==> config.mk <==
export PLATFORM = sky130hd
export DESIGN_NAME = seq_divider_flat
export DESIGN_NICKNAME = d
export VERILOG_FILES = /design/src/rtl/seq_divider_if.sv /design/src/rtl/seq_divider.sv /design/src/flat_wrapper.sv
export SDC_FILE = /design/constraint.sdc
export NUM_CORES = 1
export LEC_CHECK = 0
export CORE_AREA = 2 2 106 108
export CTS_CLUSTER_DIAMETER = 120
export DETAILED_ROUTE_END_ITERATION = 8
export DIE_AREA = 0 0 108 110
export PLACE_DENSITY = 0.93
export SLEW_MARGIN = 20
export SYNTH_ARGS = -nofsm -noshare
export SYNTH_HDL_FRONTEND = slang
export SYNTH_SLANG_ARGS = --single-unit
==> constraint.sdc <==
create_clock -name clk -period 10 [get_ports clk]
set_input_delay 1.5 -clock clk [delete_from_list [all_inputs] [get_ports clk]]
set_output_delay 1.5 -clock clk [all_outputs]
set_load 0.02 [all_outputs]
==> src/rtl/seq_divider_if.sv <==
// Start/busy/done handshake bundle for the sequential divider.
// The master drives operands and start; the slave returns status and results.
`timescale 1ns/1ps
interface seq_divider_if #(parameter int N = 16);
    logic             start;
    logic [2*N-1:0]   Dividend;
    logic [N-1:0]     Divisor;
    logic             busy;
    logic             done;
    logic             div_by_zero;
    logic [2*N-1:0]   Quotient;
    logic [N-1:0]     Remainder;

    modport master (
        output start, Dividend, Divisor,
        input  busy, done, div_by_zero, Quotient, Remainder
    );

    modport slave (
        input  start, Dividend, Divisor,
        output busy, done, div_by_zero, Quotient, Remainder
    );
endinterface

==> src/rtl/seq_divider.sv <==
// Radix-2 restoring unsigned divider: 2N-bit dividend / N-bit divisor in 2N cycles.
// Results are held in output registers from done until the next accepted start.
`timescale 1ns/1ps
module seq_divider #(
    parameter int N = 16
) (
    input  logic        clk,
    input  logic        rst,
    seq_divider_if.slave bus
);
    localparam int CW = $clog2(2*N+1);

    typedef enum logic [1:0] {IDLE, RUN, DONE} state_e;

    state_e          state_q, state_d;
    logic            busy_q, busy_d;
    logic            done_q, done_d;
    logic            dbz_q, dbz_d;
    logic [2*N-1:0]  quot_out_q, quot_out_d;
    logic [N-1:0]    rem_out_q, rem_out_d;
    logic [CW-1:0]   cnt_q, cnt_d;
    logic [N-1:0]    divisor_q, divisor_d;
    logic [2*N-1:0]  qreg_q, qreg_d;
    logic [N-1:0]    prem_q, prem_d;

    // After a restore the partial remainder is always below the divisor, so
    // only the shifted value needs the extra (N+1)th bit.
    logic [N:0]      shifted;
    logic            fits;
    logic [N-1:0]    trial;
    logic [N-1:0]    prem_next;
    logic [2*N-1:0]  qreg_next;

    assign shifted   = {prem_q, qreg_q[2*N-1]};
    assign fits      = shifted >= {1'b0, divisor_q};
    assign trial     = shifted[N-1:0] - divisor_q;
    assign prem_next = fits ? trial : shifted[N-1:0];
    assign qreg_next = {qreg_q[2*N-2:0], fits};

    always_comb begin
        // NOTE: every _d gets a default first so no path can infer a latch.
        state_d    = state_q;
        busy_d     = busy_q;
        done_d     = 1'b0;
        dbz_d      = dbz_q;
        quot_out_d = quot_out_q;
        rem_out_d  = rem_out_q;
        cnt_d      = cnt_q;
        divisor_d  = divisor_q;
        qreg_d     = qreg_q;
        prem_d     = prem_q;

        unique case (state_q)
            IDLE: begin
                if (bus.start) begin
                    if (bus.Divisor != '0) begin
                        state_d   = RUN;
                        busy_d    = 1'b1;
                        dbz_d     = 1'b0;
                        divisor_d = bus.Divisor;
                        qreg_d    = bus.Dividend;
                        prem_d    = '0;
                        cnt_d     = CW'(2*N);
                    end else begin
                        state_d    = DONE;
                        done_d     = 1'b1;
                        dbz_d      = 1'b1;
                        quot_out_d = '1;
                        rem_out_d  = '0;
                    end
                end
            end
            RUN: begin
                qreg_d = qreg_next;
                prem_d = prem_next;
                cnt_d  = cnt_q - CW'(1);
                if (cnt_q == CW'(1)) begin
                    state_d    = DONE;
                    busy_d     = 1'b0;
                    done_d     = 1'b1;
                    quot_out_d = qreg_next;
                    rem_out_d  = prem_next;
                end
            end
            DONE: state_d = IDLE;
            default: state_d = IDLE;
        endcase
    end

    // NOTE: sequential state uses non-blocking assignments only.
    always_ff @(posedge clk or posedge rst) begin
        if (rst) begin
            state_q    <= IDLE;
            busy_q     <= 1'b0;
            done_q     <= 1'b0;
            dbz_q      <= 1'b0;
            quot_out_q <= '0;
            rem_out_q  <= '0;
            cnt_q      <= '0;
            divisor_q  <= '0;
            qreg_q     <= '0;
            prem_q     <= '0;
        end else begin
            state_q    <= state_d;
            busy_q     <= busy_d;
            done_q     <= done_d;
            dbz_q      <= dbz_d;
            quot_out_q <= quot_out_d;
            rem_out_q  <= rem_out_d;
            cnt_q      <= cnt_d;
            divisor_q  <= divisor_d;
            qreg_q     <= qreg_d;
            prem_q     <= prem_d;
        end
    end

    assign bus.busy        = busy_q;
    assign bus.done        = done_q;
    assign bus.div_by_zero = dbz_q;
    assign bus.Quotient    = quot_out_q;
    assign bus.Remainder   = rem_out_q;
endmodule

==> src/flat_wrapper.sv <==
// flat-port wrapper written by rule: the top's interface ports become plain ports
module seq_divider_flat 
#(
    parameter int N = 16
)
  (clk, rst, bus_start, bus_Dividend, bus_Divisor, bus_busy, bus_done, bus_div_by_zero, bus_Quotient, bus_Remainder);
  seq_divider_if #(.N(N)) bus_i ();
  input  logic clk;
  input  logic rst;
  input wire logic [$bits(bus_i.start)-1:0] bus_start;
  input wire logic [$bits(bus_i.Dividend)-1:0] bus_Dividend;
  input wire logic [$bits(bus_i.Divisor)-1:0] bus_Divisor;
  output wire logic [$bits(bus_i.busy)-1:0] bus_busy;
  output wire logic [$bits(bus_i.done)-1:0] bus_done;
  output wire logic [$bits(bus_i.div_by_zero)-1:0] bus_div_by_zero;
  output wire logic [$bits(bus_i.Quotient)-1:0] bus_Quotient;
  output wire logic [$bits(bus_i.Remainder)-1:0] bus_Remainder;
  assign bus_i.start = bus_start;
  assign bus_i.Dividend = bus_Dividend;
  assign bus_i.Divisor = bus_Divisor;
  assign bus_busy = bus_i.busy;
  assign bus_done = bus_i.done;
  assign bus_div_by_zero = bus_i.div_by_zero;
  assign bus_Quotient = bus_i.Quotient;
  assign bus_Remainder = bus_i.Remainder;
  seq_divider #(.N(N)) u_core (.clk(clk), .rst(rst), .bus(bus_i));
endmodule
==> insert_results.sql <==
INSERT INTO impl_metrics (metric_group, metric, value, unit) VALUES
('critical_path', 'critical_path.top_delay_family', 'simple AND/OR/NAND/NOR gates', ''),
('yosys', 'ys_types', '54', ''),
('floorplanning', 'start_util', '56.9', '%'),
('clock_tree', 'cts_resizes', '0', ''),
('finish', 'n_fill_cell', '688', ''),
('critical_path', 'startpoint_of_the_worst_register_to_register_path', 'u_core.prem_q[9]', ''),
('yosys', 'yosys.area_share.simple', '14.8', '%'),
('sta', 'worst_pin_slew', '1.00', 'ns'),
('sta', 'rsz0062_at_grt', 'false', ''),
('critical_path', 'critical_path_required', '10.40', 'ns'),
('power_and_ir_drop', 'power.clock.fraction', '18.7', '%'),
('yosys', 'synth_seq_cells', '123', ''),
('yosys', 'synth_compound_area_share', '17.5', '%'),
('detailed_routing', 'via_cell_ratio', '5.99', ''),
('finish', 'multiInputGateArea', '0.00271', 'mm2'),
('min_path', 'holdPathStages', '2', ''),
('finish', 'syn2layout_area_growth', '25.8', '%'),
('yosys', 'synth.cell_area', '0.00609', 'mm2'),
('min_path', 'worst_hold_startpoint', 'u_core.bus.Quotient[14]', ''),
('yosys', 'synth_largest_type_area_fraction', '50.5', '%'),
('yosys', 'post_synth_xor_area_fraction', '1.87', '%'),
('critical_path', 'cp_num_buf_inv', '2', ''),
('power_and_ir_drop', 'p_per_area', '411', 'mW/mm2'),
('global_route', 'grt_pass1_vias', '5259', ''),
('detailed_routing', 'vias', '5281', ''),
('detailed_routing', 'detail-route-antenna-nets', '0', ''),
('placement', 'post-dp-hpwl', '10300', 'um'),
('clock_tree', 'tritoncts', 'done', ''),
('critical_path', 'reg2reg_to', 'u_core.bus.Remainder[0]', ''),
('yosys', 'ys_dominant_reg_cell', 'sky130_fd_sc_hd__dfrtp_1', ''),
('finish', 'diodes', '0', ''),
('yosys', 'yosys.area_share.adder', '4.03', '%'),
('yosys', 'synth.yosys.warnings', '0', ''),
('yosys', 'synth_top_cells_by_count', 'sky130_fd_sc_hd__nand2_1, sky130_fd_sc_hd__dfrtp_1, sky130_fd_sc_hd__o21ai_0', ''),
('clock_tree', 'clock_slew_seen_by_the_registers_of_the_worst_setup_and_hold_paths', '0.06', 'ns'),
('finish', 'seq_area', '0.00308', 'mm2'),
('yosys', 'mappedNetlistNets', '714', ''),
('power_and_ir_drop', 'power.net_switching', '1.40', 'mW'),
('yosys', 'synth_enable_flop_cells', '0', ''),
('placement', 'buffer_ports.inserted', '101', ''),
('global_route', 'all_layer_gr_usage', '27.7', '%'),
('sta', 'final.hold.worst_slack', '0.464', 'ns'),
('clock_tree', 'insertion_delay', '0.52', 'ns'),
('critical_path', 'critical_path.endpoint_type', 'flip-flop', ''),
('clock_tree', 'cts_root_buffer', 'sky130_fd_sc_hd__clkbuf_8', ''),
('clock_tree', 'cts_buffers', '17', ''),
('finish', 'final_area', '0.00766', 'mm2'),
('critical_path', 'timing.critical_path.slowest_stage_cell', 'sky130_fd_sc_hd__or3_2', ''),
('global_route', 'grt_antenna_before_repair', '0', ''),
('power_and_ir_drop', 'comb_power_share', '52.1', '%'),
('power_and_ir_drop', 'vdd_drop_max', '0.197', 'mV'),
('detailed_routing', 'first_iter_violations', '486', ''),
('critical_path', 'cp.arrival', '4.59', 'ns'),
('power_and_ir_drop', 'power_frac_seq', '29.2', '%'),
('placement', 'post_dp_cell_area', '0.00710', 'mm2'),
('placement', 'gpl.final_weighted_congestion', '0.898', ''),
('sta', 'slew_viol_final', '0', ''),
('yosys', 'synth.most_common_cell', 'sky130_fd_sc_hd__nand2_1', ''),
('yosys', 'synth_sequential_area_ratio', '50.5', '%'),
('sta', 'finalWorstPathRequiredPeriod', '4.19', 'ns'),
('critical_path', 'timing.critical_path.cells', 'clkdlybuf4s50_1 > nor4_1 > and4_1 > a21oi_1 > or3_2 > inv_6 > nand2_4 > o21ai_0', ''),
('detailed_routing', 'finalWirelength', '15800', 'um'),
('detailed_routing', 'detail_route.first_pass.iterations', '7', ''),
('floorplanning', 'die-area', '0.0119', 'mm2'),
('run_status', 'status', 'finished, final reports clean', ''),
('floorplanning', 'floorplan.die.width', '108', 'um'),
('sta', 'worst_clock_skew', '0.00787', 'ns'),
('global_route', 'grt_start_max_net_pins', '78', ''),
('critical_path', 'critical_path_fanout_max', '50', ''),
('clock_tree', 'level_count_of_the_clock_h_tree', '4', ''),
('floorplanning', 'rows', '38', '');
-- final cells by class --
class / count / area share [%]
multi-input cells: 459 / 35.3
repair buffers: 105 / 13.6
well taps: 140 / 2.29
clock buffers: 23 / 6.22
inverters: 24 / 1.27
clock inverters: 7 / 1.18
flip-flops and latches: 123 / 40.2
-- cells in the final DEF (no fill, tap or decap), types with 5 or more instances in the layout --
cell and instances:
sky130_fd_sc_hd__a21oi_1 24, sky130_fd_sc_hd__a32oi_1 6, sky130_fd_sc_hd__clkbuf_16 16, sky130_fd_sc_hd__clkbuf_8 5
sky130_fd_sc_hd__clkdlybuf4s50_1 101, sky130_fd_sc_hd__dfrtp_1 123, sky130_fd_sc_hd__ha_1 18, sky130_fd_sc_hd__inv_1 22
sky130_fd_sc_hd__mux2i_1 36, sky130_fd_sc_hd__nand2_1 149, sky130_fd_sc_hd__nor2_1 18, sky130_fd_sc_hd__nor3_1 5
sky130_fd_sc_hd__o21a_1 6, sky130_fd_sc_hd__o21ai_0 109, sky130_fd_sc_hd__o21ai_1 5, sky130_fd_sc_hd__o22ai_1 5
sky130_fd_sc_hd__xnor2_1 8, sky130_fd_sc_hd__xor2_1 5
-- logic make-up (layout without fill, tap and decap cells) --
logic type      after synthesis  in the layout
compound gates              181            181
xor+xnor                     13             13
fa+ha+maj                    19             19
buf+inv                      62            159
flops                       123            123
mux                          37             37
simple gates                209            209
-- state kept, by name (all words and copies together), names as in the netlist --
| name | cells |
|---|---|
| u_core.qreg_q | 32 |
| u_core.divisor_q | 16 |
| u_core.prem_q | 16 |
| u_core.bus.busy | 1 |
| u_core.state_q | 2 |
| u_core.bus.div_by_zero | 1 |
| u_core.bus.Quotient | 32 |
| u_core.cnt_q | 6 |
| u_core.bus.Remainder | 16 |
| u_core.bus.done | 1 |
-- power groups by stage --
stage | clock network [mW] | logic (mW) | registers [mW]
CTS | 0.588 | 1.62 | 0.912
global placement | 0 | 1.49 | 0.902
finish | 0.589 | 1.64 | 0.919
detailed placement | 0 | 1.57 | 0.913
global route | 0.611 | 1.78 | 0.941
floorplan | 0 | 1.07 | 0.978
-- stage by stage --
step / std cells / util (%) / total power, mW / setup slack, ns
floorplan: 644 / - / 2.04 / 5.23
global placement: 851 / 66.3 / 2.40 / 5.55
detailed placement: 851 / 66.3 / 2.49 / 5.45
CTS: 881 / 71.6 / 3.12 / 5.96
global route: 881 / 71.6 / 3.33 / 5.69
finish: 881 / 71.6 / 3.15 / 5.81
-- how the worst max path moves through the flow --
stage                                    end  cells after the start  slack [ns]            start
detailed placement  u_core.bus.Remainder[14]                      9        5.45  bus_Divisor[11]
finish               u_core.bus.Remainder[5]                      8        5.81  bus_Divisor[11]
floorplan             u_core.bus.Quotient[0]                      1        5.23              rst
global placement    u_core.bus.Remainder[12]                      8        5.55  bus_Divisor[11]
global route         u_core.bus.Remainder[5]                      8        5.69   bus_Divisor[8]
CTS                  u_core.bus.Remainder[5]                      8        5.96   bus_Divisor[8]
-- routing by layer --
layer  vias to the layer above  wire length (um)  GRT usage [%]
met5                         -                 0              0
met4                         0               784           17.3
met3                        66               942           4.53
met2                       267              7970           46.3
met1                      2559              6140           33.8
li1                       2389                 -              -
-- worst reg2reg max path: cells and delay by family (launching register included) --
| family | cells | cell delay (ns) |
|---|---|---|
| AO/OA/AOI/OAI | 6 | 1.43 |
| adder cells (fa/ha/maj) | 1 | 0.43 |
| flip-flops | 1 | 0.44 |
| AND/OR/NAND/NOR | 1 | 0.65 |
No activity file was read; power rests on OpenSTA's default activity.
